--- src/rtl/mms_pkg.sv ---
// mms_pkg: shared TLB tag types, default widths and flush FSM state encoding
package mms_pkg;
    localparam int ASID_WD_DEF = 9;
    localparam int VPN_WD_DEF  = 20;
    typedef logic [VPN_WD_DEF-1:0] vpn_t;
    typedef struct packed {
        logic                   valid;
        vpn_t                   vpn;
        logic [ASID_WD_DEF-1:0] asid;
        logic                   g;
        logic                   superpage;
    } tlb_tag_entry_t;
    typedef enum logic {IDLE, FLUSH} flush_state_e;
endpackage

--- src/rtl/tlb_tag_cam_entry.sv ---
// tlb_tag_cam_entry: one CAM tag with lookup/write/flush match; TLB_SUPERPAGE_EN adds the superpage bit
module tlb_tag_cam_entry
    import mms_pkg::*;
#(
    parameter int ASID_WD = ASID_WD_DEF,
    parameter int VPN_WD  = VPN_WD_DEF
) (
    input  logic               clk_i,
    input  logic               rst_i,
    input  logic               wr_en,
    input  logic [VPN_WD-1:0]  wr_vpn,
    input  logic [ASID_WD-1:0] wr_asid,
    input  logic               wr_g,
    input  logic               wr_super,
    input  logic [VPN_WD-1:0]  lkp_vpn,
    input  logic [ASID_WD-1:0] lkp_asid,
    input  logic               flush_en,
    input  logic               flush_asid_en,
    input  logic [ASID_WD-1:0] flush_asid,
    input  logic               flush_vpn_en,
    input  logic [VPN_WD-1:0]  flush_vpn,
    output logic               valid,
    output logic               lkp_match,
    output logic               wr_match
);
    localparam int HI = VPN_WD / 2;
    logic               valid_q, g_q, superpage, flush_hit;
    logic [VPN_WD-1:0]  vpn_q;
    logic [ASID_WD-1:0] asid_q;
`ifdef TLB_SUPERPAGE_EN
    logic super_q;
    always_ff @(posedge clk_i)
        if (wr_en) super_q <= wr_super;
    assign superpage = super_q;
`else
    logic unused_super;
    assign unused_super = wr_super;
    assign superpage = 1'b0;
`endif
    function automatic logic vpn_hit(input logic [VPN_WD-1:0] a, input logic [VPN_WD-1:0] b, input logic s);
        return s ? a[VPN_WD-1:HI] == b[VPN_WD-1:HI] : a == b;
    endfunction
    assign valid     = valid_q;
    assign lkp_match = valid_q && vpn_hit(lkp_vpn, vpn_q, superpage) && (g_q || asid_q == lkp_asid);
    assign wr_match  = valid_q && vpn_hit(wr_vpn, vpn_q, superpage) && (g_q || asid_q == wr_asid);
    // ASID-selective flushes spare global entries; a flush with no qualifiers hits everything
    assign flush_hit = (!flush_asid_en || (asid_q == flush_asid && !g_q)) &&
                       (!flush_vpn_en || vpn_hit(flush_vpn, vpn_q, superpage));
    always_ff @(posedge clk_i) begin
        if (rst_i) valid_q <= 1'b0;
        else if (wr_en) valid_q <= 1'b1;
        else if (flush_en && flush_hit) valid_q <= 1'b0;
    end
    always_ff @(posedge clk_i) begin
        if (wr_en) begin
            vpn_q  <= wr_vpn;
            asid_q <= wr_asid;
            g_q    <= wr_g;
        end
    end
endmodule

--- src/rtl/tlb_tag_cam.sv ---
// tlb_tag_cam: TLB tag CAM with 1-cycle lookup, victim-selecting write and selective flush; TLB_SUPERPAGE_EN enables superpages
module tlb_tag_cam
    import mms_pkg::*;
#(
    parameter int ENTRIES = 8,
    parameter int ASID_WD = ASID_WD_DEF,
    parameter int VPN_WD  = VPN_WD_DEF
) (
    input  logic                       clk_i,
    input  logic                       rst_i,
    input  logic                       lkp_valid_i,
    input  logic [VPN_WD-1:0]          lkp_vpn_i,
    input  logic [ASID_WD-1:0]         lkp_asid_i,
    output logic                       lkp_valid_o,
    output logic                       lkp_hit_o,
    output logic [ENTRIES-1:0]         lkp_hit_vec_o,
    output logic [$clog2(ENTRIES)-1:0] lkp_idx_o,
    input  logic                       wr_valid_i,
    output logic                       wr_ready_o,
    input  logic [VPN_WD-1:0]          wr_vpn_i,
    input  logic [ASID_WD-1:0]         wr_asid_i,
    input  logic                       wr_g_i,
    input  logic                       wr_super_i,
    output logic [$clog2(ENTRIES)-1:0] wr_idx_o,
    input  logic                       flush_valid_i,
    output logic                       flush_ready_o,
    input  logic                       flush_asid_en_i,
    input  logic [ASID_WD-1:0]         flush_asid_i,
    input  logic                       flush_vpn_en_i,
    input  logic [VPN_WD-1:0]          flush_vpn_i,
    output logic                       flush_done_o
);
    localparam int IW = $clog2(ENTRIES);
    flush_state_e       state_q, state_d;
    logic [ENTRIES-1:0] lkp_match, wr_match, valid, hit_vec_q;
    logic               lkp_valid_q, flush_done_q, wr_fire, flush_fire, rr_used;
    logic               f_asid_en_q, f_vpn_en_q;
    logic [ASID_WD-1:0] f_asid_q;
    logic [VPN_WD-1:0]  f_vpn_q;
    logic [IW-1:0]      rr_q, victim;
    function automatic logic [IW-1:0] lowest(input logic [ENTRIES-1:0] v);
        lowest = '0;
        for (int i = ENTRIES - 1; i >= 0; i--)
            if (v[i]) lowest = IW'(i);
    endfunction
    assign flush_ready_o = state_q == IDLE;
    assign wr_ready_o    = flush_ready_o && !flush_valid_i;
    assign wr_fire       = wr_valid_i && wr_ready_o;
    assign flush_fire    = flush_valid_i && flush_ready_o;
    // overwrite a matching tag first so the CAM never holds duplicates
    assign rr_used  = !(|wr_match) && &valid;
    assign victim   = |wr_match ? lowest(wr_match) : rr_used ? rr_q : lowest(~valid);
    assign wr_idx_o = victim;
    assign lkp_valid_o   = lkp_valid_q;
    assign lkp_hit_vec_o = hit_vec_q;
    assign lkp_hit_o     = |hit_vec_q;
    assign lkp_idx_o     = lowest(hit_vec_q);
    assign flush_done_o  = flush_done_q;
    for (genvar e = 0; e < ENTRIES; e++) begin : g_entry
        tlb_tag_cam_entry #(.ASID_WD(ASID_WD), .VPN_WD(VPN_WD)) u_entry (
            .clk_i         (clk_i),
            .rst_i         (rst_i),
            .wr_en         (wr_fire && victim == IW'(e)),
            .wr_vpn        (wr_vpn_i),
            .wr_asid       (wr_asid_i),
            .wr_g          (wr_g_i),
            .wr_super      (wr_super_i),
            .lkp_vpn       (lkp_vpn_i),
            .lkp_asid      (lkp_asid_i),
            .flush_en      (state_q == FLUSH),
            .flush_asid_en (f_asid_en_q),
            .flush_asid    (f_asid_q),
            .flush_vpn_en  (f_vpn_en_q),
            .flush_vpn     (f_vpn_q),
            .valid         (valid[e]),
            .lkp_match     (lkp_match[e]),
            .wr_match      (wr_match[e])
        );
    end
    always_comb state_d = flush_fire ? FLUSH : IDLE;
    always_ff @(posedge clk_i) begin
        if (rst_i) begin
            state_q      <= IDLE;
            rr_q         <= '0;
            lkp_valid_q  <= 1'b0;
            hit_vec_q    <= '0;
            flush_done_q <= 1'b0;
        end else begin
            state_q      <= state_d;
            lkp_valid_q  <= lkp_valid_i;
            hit_vec_q    <= lkp_valid_i ? lkp_match : '0;
            flush_done_q <= state_q == FLUSH;
            if (wr_fire && rr_used) rr_q <= rr_q + 1'b1;
        end
    end
    always_ff @(posedge clk_i) begin
        if (flush_fire) begin
            f_asid_en_q <= flush_asid_en_i;
            f_asid_q    <= flush_asid_i;
            f_vpn_en_q  <= flush_vpn_en_i;
            f_vpn_q     <= flush_vpn_i;
        end
    end
endmodule

--- config.mk ---
export PLATFORM = sky130hd
export DESIGN_NAME = tlb_tag_cam
export DESIGN_NICKNAME = d
export VERILOG_FILES = /design/src/rtl/mms_pkg.sv /design/src/rtl/tlb_tag_cam_entry.sv /design/src/rtl/tlb_tag_cam.sv
export SDC_FILE = /design/constraint.sdc
export NUM_CORES = 1
export LEC_CHECK = 0
export ABC_AREA = 0
export BUFFER_PORTS_ARGS = -buffer_cell sky130_fd_sc_hd__buf_2
export CAP_MARGIN = 25
export CORE_UTILIZATION = 45
export DETAILED_ROUTE_END_ITERATION = 8
export GPL_ROUTABILITY_DRIVEN = 1
export MAX_ROUTING_LAYER = met4
export PLACE_DENSITY = 0.71
export SETUP_SLACK_MARGIN = 0.3
export SYNTH_ARGS = -nofsm -noshare
export SYNTH_HDL_FRONTEND = slang
export SYNTH_SLANG_ARGS = --single-unit
--- constraint.sdc ---
create_clock -name clk_i -period 6.15 [get_ports clk_i]
set_input_delay 1.5375 -clock clk_i [delete_from_list [all_inputs] [get_ports clk_i]]
set_output_delay 1.5375 -clock clk_i [all_outputs]
set_load 0.02 [all_outputs]
==> results.py <==
metrics = {
    "route": {
        "vias_per_cell": 6.17,
        "vias": 13318,
        "avgRoutedWirePerCell_um": 30.6,
        "drcViolationCount": 0,
        "drtIter0Drc": 1426,
        "ant_nets": 0,
        "wl_um": 66100,
        "firstDrtPassIters": 5,
    },
    "timing": {
        "finalSetupViolCount": 0,
        "finClkSkew_ns": 0.0156,
        "finalHoldViolCount": 0,
        "drv_slew": 0,
        "slew_headroom": 0.303,
        "period_share": 0.934,
        "worst_pin_slew_ns": 1.05,
        "tns_ns": 0,
        "fin_crit_ns": 5.74,
        "whs_ns": 0.516,
        "rsz0062_at_grt": "no",
        "fmax_mhz": 174,
    },
    "power": {
        "sequentialPowerShare": 0.461,
        "p_sw_frac": 0.259,
        "max-vdd-ir-drop_v": 0.000219,
        "intPower_mw": 3.71,
        "pwr-share-clk": 0.434,
        "leakage_nw": 6.78,
        "power_density_nw_per_um2": 247,
        "p_comb_frac": 0.106,
        "switchingPower_mw": 1.30,
    },
    "critical_path": {
        "cp_data_required_time_ns": 4.61,
        "cp_top_family": "simple AND/OR/NAND/NOR gates",
        "crit_path_end_kind": "output pin",
        "r2r-start": "g_entry[5].u_entry.asid_q[1]",
        "path_depth": 10,
        "path_max_fanout": 14,
        "start_kind": "primary input",
        "r2r_end": "g_entry[5].u_entry.vpn_q[12]",
        "slowest_delay_ns": 0.62,
        "crit_arrival_ns": 4.20,
        "crit_slowest_cell": "or4_1",
        "regToRegSetupSlack_ns": 2.15,
        "crit_chain": "buf_2 > xor2_1 > nor4_1 > nand4_1 > or4_1 > nand4_1 > nor3_1 > a21oi_4 > inv_2 > buf_2",
        "r2r_cells": 8,
        "cp_num_buf_inv": 3,
        "worstSetupPathType": "primary input to output pin",
    },
    "clock_tree": {
        "cts_sinks": 293,
        "cts_root_buffer": "clkbuf_16",
        "post_cts_buffers": 0,
        "cts_resized": 0,
        "cts_tree": "yes",
        "clock_latency_ns": 0.53,
        "hold_buffers": 0,
        "clock_path_buffers": 3,
        "htree_levels": 2,
        "cts_made_buffers": 36,
        "clk_pin_slew_ns": 0.06,
    },
    "floorplanning": {
        "die_area_um2": 40300,
        "start_util": 0.458,
        "die_w_um": 201,
        "pin_count": 115,
        "die_h_um": 201,
        "core_area_um2": 38800,
        "rows": 72,
    },
    "finish": {
        "drive_gt1_frac": 0.149,
        "fillerInstances": 3345,
        "layout_commonest_cell": "xor2_1",
        "layout_common_cells": "xor2_1 (447), edfxtp_1 (271), xnor2_1 (249)",
        "diodes": 0,
        "area_delta_synth_final_pct": 14.0,
        "fin_nets": 1715,
    },
    "hold_path": {
        "hp-start": "rr_q[2]",
        "hold_end": "rr_q[2]",
        "min_path_cells": 2,
        "hp-class": "flop to flop",
    },
    "global_routing": {
        "grt_pass1_wl_um": 92900,
        "antenna_found_initial": 1,
        "grt_overflow": 0,
        "grt_max_degree": 33,
        "grt_pass1_vias": 12723,
        "gr-usage-all-layers": 0.337,
    },
    "logic_synthesis": {
        "synth_area_leaders": "edfxtp_1 (46%), xor2_1 (22%), xnor2_1 (12%)",
        "synth.top_cell.area_share": 0.458,
        "synth-main-ff-cell": "edfxtp_1",
        "yosysUniqueCellTypes": 51,
        "postSynthAreaPerCell_um2": 11.8,
        "ys_warn_count": 0,
        "synth_edf_count": 271,
        "synth_nets": 1603,
        "synth_top_area_cell": "edfxtp_1",
        "synth-async-reset-ratio": 0,
        "syn_inst": 1506,
        "synth_area_um2": 17800,
        "ys_seq_elements": 293,
        "ys_seq_area_frac": 0.483,
    },
    "place": {
        "hpwlAfterDp_um": 44200,
        "io_buffers": 113,
        "gp_congestion": 1.00,
    },
    "run": {
        "max_cap_violations": 0,
    },
    "outcome": {
        "status": "finished, final reports clean",
    },
}
## worst max-delay path by stage
| stage | from | end | slack, ns |
|---|---|---|---|
| global placement | wr_asid_i[8] | wr_idx_o[0] | 0.49 |
| global route | wr_asid_i[2] | wr_idx_o[0] | 0.34 |
| finish | wr_vpn_i[1] | wr_idx_o[0] | 0.41 |
| floorplan | wr_vpn_i[9] | g_entry[4].u_entry.asid_q[0] | 0.93 |
| detailed placement | wr_asid_i[8] | wr_idx_o[0] | 0.48 |
| CTS | wr_asid_i[8] | wr_idx_o[0] | 0.46 |
## logic make-up after synthesis
kind of cell / Yosys count / synth area share
compound gates: 55 / 0.0253
xor+xnor: 697 / 0.344
fa+ha+maj: 1 / 0.000704
buf+inv: 100 / 0.0250
flops: 293 / 0.483
mux: 1 / 0.000563
simple gates: 359 / 0.122
## power groups by stage
| stage | combinational [mW] | sequential (mW) | clock (mW) |
|---|---|---|---|
| after global placement | 0.508 | 2.34 | 0 |
| after floorplan | 0.342 | 2.27 | 0 |
| after global routing | 0.552 | 2.30 | 2.26 |
| after CTS | 0.515 | 2.30 | 2.20 |
| final | 0.528 | 2.31 | 2.17 |
| after detailed placement | 0.511 | 2.34 | 0 |
## per-layer routing
layer / up-vias / part of all wire / global-route usage
met4: 0 / 0.047 / 0.134
met5: - / 0 / -
met1: 6624 / 0.41 / 0.454
met2: 888 / 0.44 / 0.497
li1: 5633 / - / -
met3: 173 / 0.11 / 0.0690
## flip-flops by register name, indices dropped and copies added, names as in the netlist, 3 cells and up
name and flops:
g_entry.u_entry.vpn_q 160, g_entry.u_entry.asid_q 72, f_vpn_q 20, f_asid_q 9, g_entry.u_entry.g_q 8, g_entry.u_entry.valid 8
lkp_hit_vec_o 8, rr_q 3
## metrics by stage
stage / power (mW) / worst slack (ns) / utilization / std cells / instance area, µm²
2_1_floorplan: 2.61 / 0.934 / - / 1506 / 17800
3_5_place_dp: 2.85 / 0.483 / 0.492 / 2098 / 19100
4_1_cts: 5.01 / 0.460 / 0.522 / 2158 / 20300
6_report: 5.00 / 0.408 / 0.522 / 2158 / 20300
3_3_place_gp: 2.85 / 0.495 / 0.492 / 2098 / 19100
5_1_grt: 5.12 / 0.337 / 0.522 / 2158 / 20300
## Yosys cell counts, types with 2 or more instances
master and number:
buf_1 11, edfxtp_1 271, nor4_1 120, nand3_1 16
nand4_1 87, nor2_1 22, or4_4 2, o32ai_1 2
o41ai_1 6, clkbuf_1 51, o21ai_2 3, nand3b_1 8
a41oi_1 8, nor4b_1 2, o21ai_0 7, a31oi_1 9
o31ai_1 7, nor3b_1 6, and4_1 3, nand4b_1 10
inv_1 7, xor2_1 447, buf_6 3, xnor2_1 249
a21oi_1 2, dfxtp_1 22, a221oi_1 2, nor3_1 40
or4_1 13, nor2b_1 4, buf_2 22, buf_4 5
nand2_1 21
## worst register-to-register path: cells and delay by family (launching register included)
family / cells / cell delay [ns]
compound gates: 2 / 0.48
xor+xnor: 1 / 0.18
flops: 1 / 0.47
simple gates: 5 / 2.47
## layout make-up
cell class	instances	area [µm²]	share of cell area
flip-flops and latches	293	8580	0.423
clock inverters	19	236	0.0117
repair buffers	166	1010	0.0500
well taps	518	648	0.0320
inverters	8	30.0	0.00148
clock buffers	41	941	0.0464
multi-input cells	1113	8820	0.435
Note: power is estimated with default switching activity, not from simulation.
